`src/rtl/multicycle_control_unit.sv`:
```
// Multicycle ARM-subset controller: per-state sequencing of datapath enables and selects,
// ARM condition evaluation and the stored NZCV flags register.
module multicycle_control_unit #(
    parameter int unsigned STATE_W = 4
) (
    input  logic               clk,
    input  logic               reset,
    input  logic [31:0]        instr,
    input  logic [3:0]         alu_flags,
    output logic               pc_write,
    output logic               ir_write,
    output logic               reg_write,
    output logic               mem_write,
    output logic               adr_src,
    output logic [1:0]         reg_src,
    output logic [1:0]         imm_src,
    output logic [1:0]         alu_src_a,
    output logic [1:0]         alu_src_b,
    output logic [1:0]         result_src,
    output logic [3:0]         alu_control,
    output logic [3:0]         flags_o,
    output logic [STATE_W-1:0] state_o
);

    typedef enum logic [3:0] {
        FETCH    = 4'd0,
        DECODE   = 4'd1,
        MEMADR   = 4'd2,
        MEMREAD  = 4'd3,
        MEMWB    = 4'd4,
        MEMWRITE = 4'd5,
        EXECR    = 4'd6,
        EXECI    = 4'd7,
        ALUWB    = 4'd8,
        BRANCH   = 4'd9
    } state_t;

    state_t      r_state;
    state_t      w_next;
    logic [3:0]  r_flags;

    logic [1:0]  w_op;
    logic [5:0]  w_funct;
    logic [3:0]  w_cmd;
    logic [3:0]  w_cond;
    logic        w_rd_pc;
    logic        w_cond_ex;
    logic        w_is_cmp;
    logic [3:0]  w_alu_dec;
    logic        w_unused;

    logic        w_pc_write, w_ir_write, w_reg_write, w_mem_write;

    assign w_op     = instr[27:26];
    assign w_funct  = instr[25:20];
    assign w_cmd    = w_funct[4:1];
    assign w_cond   = instr[31:28];
    assign w_rd_pc  = (instr[15:12] == 4'b1111);
    assign w_is_cmp = (w_cmd == 4'b1010);
    assign w_unused = ^{instr[19:16], instr[11:0]};

    always_comb begin
        w_cond_ex = 1'b0;
        case (w_cond)
            4'b0000: w_cond_ex = r_flags[2];
            4'b0001: w_cond_ex = ~r_flags[2];
            4'b0010: w_cond_ex = r_flags[1];
            4'b0011: w_cond_ex = ~r_flags[1];
            4'b0100: w_cond_ex = r_flags[3];
            4'b0101: w_cond_ex = ~r_flags[3];
            4'b0110: w_cond_ex = r_flags[0];
            4'b0111: w_cond_ex = ~r_flags[0];
            4'b1000: w_cond_ex = r_flags[1] & ~r_flags[2];
            4'b1001: w_cond_ex = ~r_flags[1] | r_flags[2];
            4'b1010: w_cond_ex = (r_flags[3] == r_flags[0]);
            4'b1011: w_cond_ex = (r_flags[3] != r_flags[0]);
            4'b1100: w_cond_ex = ~r_flags[2] & (r_flags[3] == r_flags[0]);
            4'b1101: w_cond_ex = r_flags[2] | (r_flags[3] != r_flags[0]);
            4'b1110: w_cond_ex = 1'b1;
            default: w_cond_ex = 1'b0;
        endcase
    end

    always_comb begin
        case (w_cmd)
            4'b0010, 4'b1010: w_alu_dec = 4'b0001;
            4'b0000:          w_alu_dec = 4'b0010;
            4'b1100:          w_alu_dec = 4'b0011;
            default:          w_alu_dec = 4'b0000;
        endcase
    end

    always_ff @(posedge clk or posedge reset) begin
        if (reset) begin
            r_state <= FETCH;
        end else begin
            r_state <= w_next;
        end
    end

    // Flags capture on the edge that leaves an execute state, gated by S bit and condition.
    always_ff @(posedge clk or posedge reset) begin
        if (reset) begin
            r_flags <= '0;
        end else if ((r_state == EXECR || r_state == EXECI) && w_funct[0] && w_cond_ex) begin
            r_flags <= alu_flags;
        end
    end

    always_comb begin
        w_next      = FETCH;
        w_pc_write  = 1'b0;
        w_ir_write  = 1'b0;
        w_reg_write = 1'b0;
        w_mem_write = 1'b0;
        adr_src     = 1'b0;
        reg_src     = '0;
        alu_src_a   = '0;
        alu_src_b   = '0;
        result_src  = '0;
        alu_control = '0;
        case (r_state)
            FETCH: begin
                w_next     = DECODE;
                w_ir_write = 1'b1;
                w_pc_write = 1'b1;
                alu_src_a  = 2'b01;
                alu_src_b  = 2'b10;
                result_src = 2'b10;
            end
            DECODE: begin
                case (w_op)
                    2'b00:   w_next = w_funct[5] ? EXECI : EXECR;
                    2'b01:   w_next = MEMADR;
                    2'b10:   w_next = BRANCH;
                    default: w_next = FETCH;
                endcase
                alu_src_a  = 2'b01;
                alu_src_b  = 2'b10;
                result_src = 2'b10;
                reg_src    = {(w_op == 2'b01), (w_op == 2'b10)};
            end
            MEMADR: begin
                w_next    = w_funct[0] ? MEMREAD : MEMWRITE;
                alu_src_b = 2'b01;
            end
            MEMREAD: begin
                w_next  = MEMWB;
                adr_src = 1'b1;
            end
            MEMWB: begin
                result_src  = 2'b01;
                w_reg_write = w_cond_ex;
                w_pc_write  = w_cond_ex & w_rd_pc;
            end
            MEMWRITE: begin
                adr_src     = 1'b1;
                w_mem_write = w_cond_ex;
            end
            EXECR: begin
                w_next      = ALUWB;
                alu_control = w_alu_dec;
            end
            EXECI: begin
                w_next      = ALUWB;
                alu_src_b   = 2'b01;
                alu_control = w_alu_dec;
            end
            ALUWB: begin
                w_reg_write = w_cond_ex & ~w_is_cmp;
                w_pc_write  = w_cond_ex & ~w_is_cmp & w_rd_pc;
            end
            BRANCH: begin
                alu_src_b  = 2'b01;
                result_src = 2'b10;
                w_pc_write = w_cond_ex;
            end
            default: w_next = FETCH;
        endcase
    end

    assign pc_write  = w_pc_write  & ~reset;
    assign ir_write  = w_ir_write  & ~reset;
    assign reg_write = w_reg_write & ~reset;
    assign mem_write = w_mem_write & ~reset;
    assign imm_src   = w_op;
    assign flags_o   = r_flags;
    assign state_o   = STATE_W'(r_state);

endmodule

```
`config.mk`:
```
export PLATFORM = sky130hd
export DESIGN_NAME = multicycle_control_unit
export DESIGN_NICKNAME = d
export VERILOG_FILES = /design/src/rtl/multicycle_control_unit.sv
export SDC_FILE = /design/constraint.sdc
export NUM_CORES = 1
export LEC_CHECK = 0
export ABC_CLOCK_PERIOD_IN_PS = 4100
export BUFFER_PORTS_ARGS = -buffer_cell sky130_fd_sc_hd__buf_2
export CORE_MARGIN = 2
export CORE_UTILIZATION = 41
export CTS_CLUSTER_SIZE = 10
export DETAILED_ROUTE_END_ITERATION = 16
export PLACE_DENSITY = 0.87
export SLEW_MARGIN = 20
export SYNTH_ARGS = -nofsm -noshare
export SYNTH_HDL_FRONTEND = slang
export SYNTH_SLANG_ARGS = --single-unit
```
`constraint.sdc`:
```
create_clock -name clk -period 4.1 [get_ports clk]
set_input_delay 0.41 -clock clk [delete_from_list [all_inputs] [get_ports clk]]
set_output_delay 0.41 -clock clk [all_outputs]
set_load 0.01 [all_outputs]
```
## Yosys cells after proc, flatten, opt, wreduce, memory -nomap -nowiden

Index checks and enable logic that the tools add are counted.

| word-level totals | value |
|---|---|
| bits in registers | 8 |
| input port bits | 38 |
| output and inout bits | 27 |
| word-level logic and storage cells | 79 |

| cells by class | value |
|---|---|
| equal/unequal tests | 31 |
| mux-type cells | 16 |
| bitwise operators | 17 |
| reductions and logical operators | 13 |

Operator list:

| operator | count |
|---|---|
| 4-bit equality test (second input constant) | 12 |
| 4-bit by 3-bit equality test with 1-bit output (second input constant) | 8 |
| 4-bit by 2-bit equality test with 1-bit output (second input constant) | 5 |
| 4-bit one-hot mux with 5 select lines | 1 |
| 1-bit one-hot mux with 15 select lines | 1 |
| 4-bit zero test | 3 |
| 4-bit one-hot mux with 3 select lines | 1 |
| 1-bit AND | 9 |
| 4-bit by 1-bit equality test with 1-bit output (second input constant) | 2 |
| 2-bit one-hot mux with 2 select lines | 2 |
| 2-bit OR reduction | 4 |
| 1-bit NOT | 6 |
| 2-bit one-hot mux with 3 select lines | 1 |
| 3-bit OR reduction | 2 |
| 1-bit two-way mux | 5 |
| 4-bit two-way mux | 1 |
| 1-bit one-hot mux with 4 select lines | 1 |
| 3-bit two-way mux | 1 |
| 2-bit by 1-bit equality test with 1-bit output (second input constant) | 1 |
| 2-bit equality test (second input constant) | 1 |
| 1-bit logical AND | 2 |
| 2-bit zero test | 1 |
| 2-bit two-way mux | 1 |
| 1-bit OR | 2 |
| 4 further kinds | 4 |

## Depth between registers and ports, before layout

| logic depth | value |
|---|---|
| depth after elaboration | 7 |
| mapped depth | 7 |

## Least setup slack after synthesis

No wires, ideal clock.

| timing | value |
|---|---|
| path kind | input port to output port |
| from | input instr[29] |
| to | output mem_write |
| arrival time | 1,826 ps |
| required time | 3,690 ps |
| setup slack | 1,864 ps |
| cell stages on the path | 7 |
| cell sequence | clkbuf_1 > nor3b_1 > a21oi_1 > or3_2 > nand3_1 > nor2_1 > nor4_1 |

| on the way | value |
|---|---|
| longest elaborated chain between the ends | 4 |

Ends and longest elaborated chain:

| item | RTL line | text |
|---|---|---|
| start: declaration | 8 | `input logic [31:0] instr,` |
| 4-bit equality test, or another cell as far along | 64 | `case (w_cond)` |
| 1-bit one-hot mux with 15 select lines (*) | 64 |  |
| 1-bit two-way mux (*) | 122 | `case (r_state)` |
| 1-bit AND (*) | 185 | `assign mem_write = w_mem_write & ~reset;` |
| end: declaration | 13 | `output logic mem_write,` |

Mark *: on every way between the ends. The rest lies on a longest branch, timed or not.

## Worst setup path in the final report

| timing | value |
|---|---|
| from | register r_flags[0], in the netlist flags_o[0] |
| to | output mem_write |

| on the way | value |
|---|---|
| longest elaborated chain between the ends | 5 |

Ends and longest elaborated chain:

| item | RTL line | text |
|---|---|---|
| start: declaration | 40 | `logic [3:0] r_flags;` |
| start signal: assignment | 106 | `r_flags <= alu_flags;` |
| 1-bit != test / 1-bit equality test (equally long branches) | -- |  |
| 1-bit OR / 1-bit AND (equally long branches) | 78, 77 |  |
| 1-bit one-hot mux with 15 select lines (*) | 64 |  |
| 1-bit two-way mux (*) | 122 |  |
| 1-bit AND (*) | 185 |  |

Marks and branches as above.

==> impl_summary.md <==
Detailed routing
After detailed routing, the average wire length per cell comes to 12.04 µm. The number of nets still failing antenna checks after routing is 0. After detailed routing, the total wire length is 1.975 mm. The number of detailed-routing iterations run before antenna repair is 5.

The via total after detailed routing is 868. The remaining routing DRC violations is 0. The first-iteration detailed-routing DRC count is 16. The via-per-instance ratio is 5.293.

STA
For this run, the top clock speed supported by timing is 0.4013 GHz. The final-report hold violation count came to 0. The worst hold slack is 0.1306 ns. The sum of negative setup slack is 0 ns. The post-route clock period utilization is 0.6078.

The max-slew violation count was 0. The post-route minimum period is 2.492 ns. The setup clock skew after layout is 0.005550 ns. Setup violations remaining at the end of the flow were counted as 0. Across all setup checks in the final design, the least slack found is 1.608 ns. Setup repair after global routing left no endpoint under its margin.

Clock network
After clock tree synthesis, the clock-pin slew on the worst setup and hold paths is 0.05 ns. The number of buffers added to fix hold violations after cts is 0. The clock passes through at most 2 buffers. The clock network latency to the later pin of the worst-skew pair is 0.26 ns. The number of setup buffers added after CTS is 0. For this design, the sink count on the clock tree is 8.

In this run the number of H-tree levels came out at 1. The number of CTS-inserted buffers is 3. TritonCTS built the clock tree. The buffer cell driving the clock tree root is clkbuf_4.

Post-CTS repair changed the size of 0 cells.

Floorplan
The die is 48.20 µm tall. The number of top-level pins is 65. The initial utilization of the core area, before any placement, comes to 0.4491. In this run the core area contains 15 standard-cell rows. The standard cell core area is 1783 µm². Measured along the x axis, the die boundary spans 48.20 µm. The overall die area is 2323 µm².

Synth
The share of synthesized area in the top cell type comes to 0.2500. Sorting the synthesized cells by area gives the leading types as dfrtp_1, mux2_2, buf_4. The Yosys warning count is 0. In this run the cell area of the synthesized design comes to 800.8 µm². The share of synthesized area occupied by flip-flops and latches is 0.2500.

In this run, distinct cell masters in the synthesized netlist total 40. Dividing the synthesized area by the synthesized cell count gives 8.171 µm². Synthesis handed over a netlist of 98 instances.

The top cell type by total area after synthesis is dfrtp_1. The synthesis-stage register bit count is 8.

Finish
The footprint of the multi-input gates is 529.3 µm². In the final layout, the share of cells above drive strength 1 is 0.4317. The finished layout holds 164 standard cells, fillers aside. The area occupied by registers is 200.2 µm². The area growth from synthesis to layout is 28.75%. The filler cell count in the final layout is 169. The final layout contains 179 nets.

The number of diodes added for antenna fixing is 0. The top cell types in the final layout, fill and taps aside, are buf_2, dfrtp_1, nand2b_1, mux2_2, nor2_1. The library cell used most frequently in the layout, excluding fill and tap cells, is buf_2.

Critical path
The signal on the critical path passes through nor4b_1, a31o_1, a221oi_1, o32ai_1, nor2_1, nor4_1, buf_2. The number of buffers and inverters on the critical path is 1. For this run, the slowest stage of the critical path takes 0.46 ns. The worst setup path is of the reg2out kind. The worst path required time is 3.69 ns. The critical-path maximum fanout is 7. Data on the critical path arrives at its endpoint at 2.08 ns. The kind of cell with the highest combined delay along the critical path is simple AND/OR/NAND/NOR gates. The kind of start point of the critical path is a flip-flop. The category of the worst setup path capture point is a primary output.

The cell with the biggest individual delay on the critical path is dfrtp_1.

Global routing
The overall fraction of global-route tracks in use is 0.1823. The first global-routing pass estimated 3.001 mm of wire. The met1 capacity usage during global routing is 0.2179.

The global-route track usage on met3 is 0.02222. In this run the most used layer during global routing was met2. The met2 capacity usage during global routing is 0.3237.

The initial antenna violation count is 0. Entering global routing, the biggest net connects 18 pins. Global routing finished with a remaining overflow of 0. The via count of the first global-routing pass was 750.

Placed design
The post-placement setup slack is 1.758 ns. The final RePlAce weighted congestion is 0.7768. Port buffering added 45 buffers.

Detailed placement finished with a half-perimeter wire length of 1.589 mm. The cell count after placement is 161.

Power and ir drop
IR analysis of the VDD net gives a maximum drop of 0.0004581 V. Power spread over the standard cell area amounts to 532.0 nW/µm². The static power due to leakage is 0.5155 nW. The share of power burned in combinational logic is 0.582. Of the total power, the share spent switching nets is 0.4701.

Cell internal power was estimated by the tool at 290.6 µW. Of the total power, the clock network draws 0.108. The share of total power dissipated in sequential elements is 0.309.

Summed over all nets, the switching power comes to 257.8 µW. Power comes to 548.5 µW.

Flow run
Max-cap violations in this run came to 0.

Status
The run finished with clean final reports.

Worst hold path
The class of the worst hold path is in2async.
==> stage by stage <==
stage | area [µm²] | util
2_1_floorplan | 808.3 | -
3_3_place_gp | 1008 | 0.5656
5_1_grt | 1031 | 0.5782
6_report | 1031 | 0.5782
3_5_place_dp | 1008 | 0.5656
4_1_cts | 1031 | 0.5782
==> synth_stat cells <==
library cell	count
or3_1	1
or3_2	1
o22ai_1	1
nor4b_1	3
xor2_1	3
nand4b_1	1
inv_2	1
nor4_1	4
a21oi_1	4
nor2_1	6
and2_2	1
inv_1	5
xnor2_1	2
conb_1	1
a32oi_1	1
nand3_1	2
a211oi_1	1
nor2b_1	2
dfrtp_1	8
nand4bb_1	1
clkbuf_1	3
or2_2	1
buf_4	6
nor3_1	4
o32ai_1	1
o21ai_0	4
and4_1	1
a21o_1	1
o22ai_2	1
a31o_1	1
nor3b_1	1
a221oi_1	1
o21bai_1	1
o22a_1	1
nand2b_1	6
nand2_1	5
nand3b_1	2
a211o_1	2
o2111a_2	1
mux2_2	6
==> power groups by stage <==
| stage | logic, mW | registers, mW | clock network, mW |
|---|---|---|---|
| floorplan | 0.209 | 0.163 | 0 |
| global placement | 0.311 | 0.166 | 0 |
| detailed placement | 0.319 | 0.169 | 0 |
| CTS | 0.320 | 0.168 | 0.0620 |
| global route | 0.350 | 0.179 | 0.0652 |
| finish | 0.319 | 0.170 | 0.0593 |
==> routing by layer <==
metal | share of wire | routed length [µm] | up-vias
li1 | - | - | 437
met4 | 0.013 | 26 | 0
met5 | 0 | 0 | -
met1 | 0.40 | 789 | 397
met2 | 0.54 | 1061 | 31
met3 | 0.050 | 98 | 3
==> path summary, 6_finish.rpt <==
path	start	endpoint	slack (ns)	depth (start not counted)
setup reg to reg	flags_o[0]	flags_o[0]	2.05	6
setup / recovery	flags_o[0]	mem_write	1.61	7
min in group clk	alu_flags[3]	flags_o[3]	0.39	2
hold reg to reg	flags_o[1]	flags_o[1]	0.58	1
max in group asynchronous	reset	flags_o[1]	3.72	2
hold / removal	reset	state_o[2]	0.13	2
==> area by class of cell <==
class                   instances  share of cell area
clock buffers                   3             0.02184
inverters                       6             0.02184
multi-input cells              77              0.5133
flip-flops and latches          8              0.1942
well taps                      25             0.03034
repair buffers                 45              0.2184
==> registers in the layout, indices dropped and copies added (netlist names) <==
name	flops
state_o	4
flags_o	4
==> worst reg2reg max path: stages (launching register included) <==
cell and delay [ns]:
dfrtp_1 0.46, nor4b_1 0.35, a31o_1 0.14, a221oi_1 0.08
o32ai_1 0.22, o2111a_2 0.33, mux2_2 0.34
==> kinds of logic after synthesis <==
group | synth area share
xor gates and xnor gates | 0.05470
and+or+nand+nor | 0.3141
AOI/OAI and AO/OA | 0.1938
muxes | 0.08437
other | 0.004683
buffers and inverters | 0.09843
DFF | 0.2500
Power figures use the tool's default switching activity.
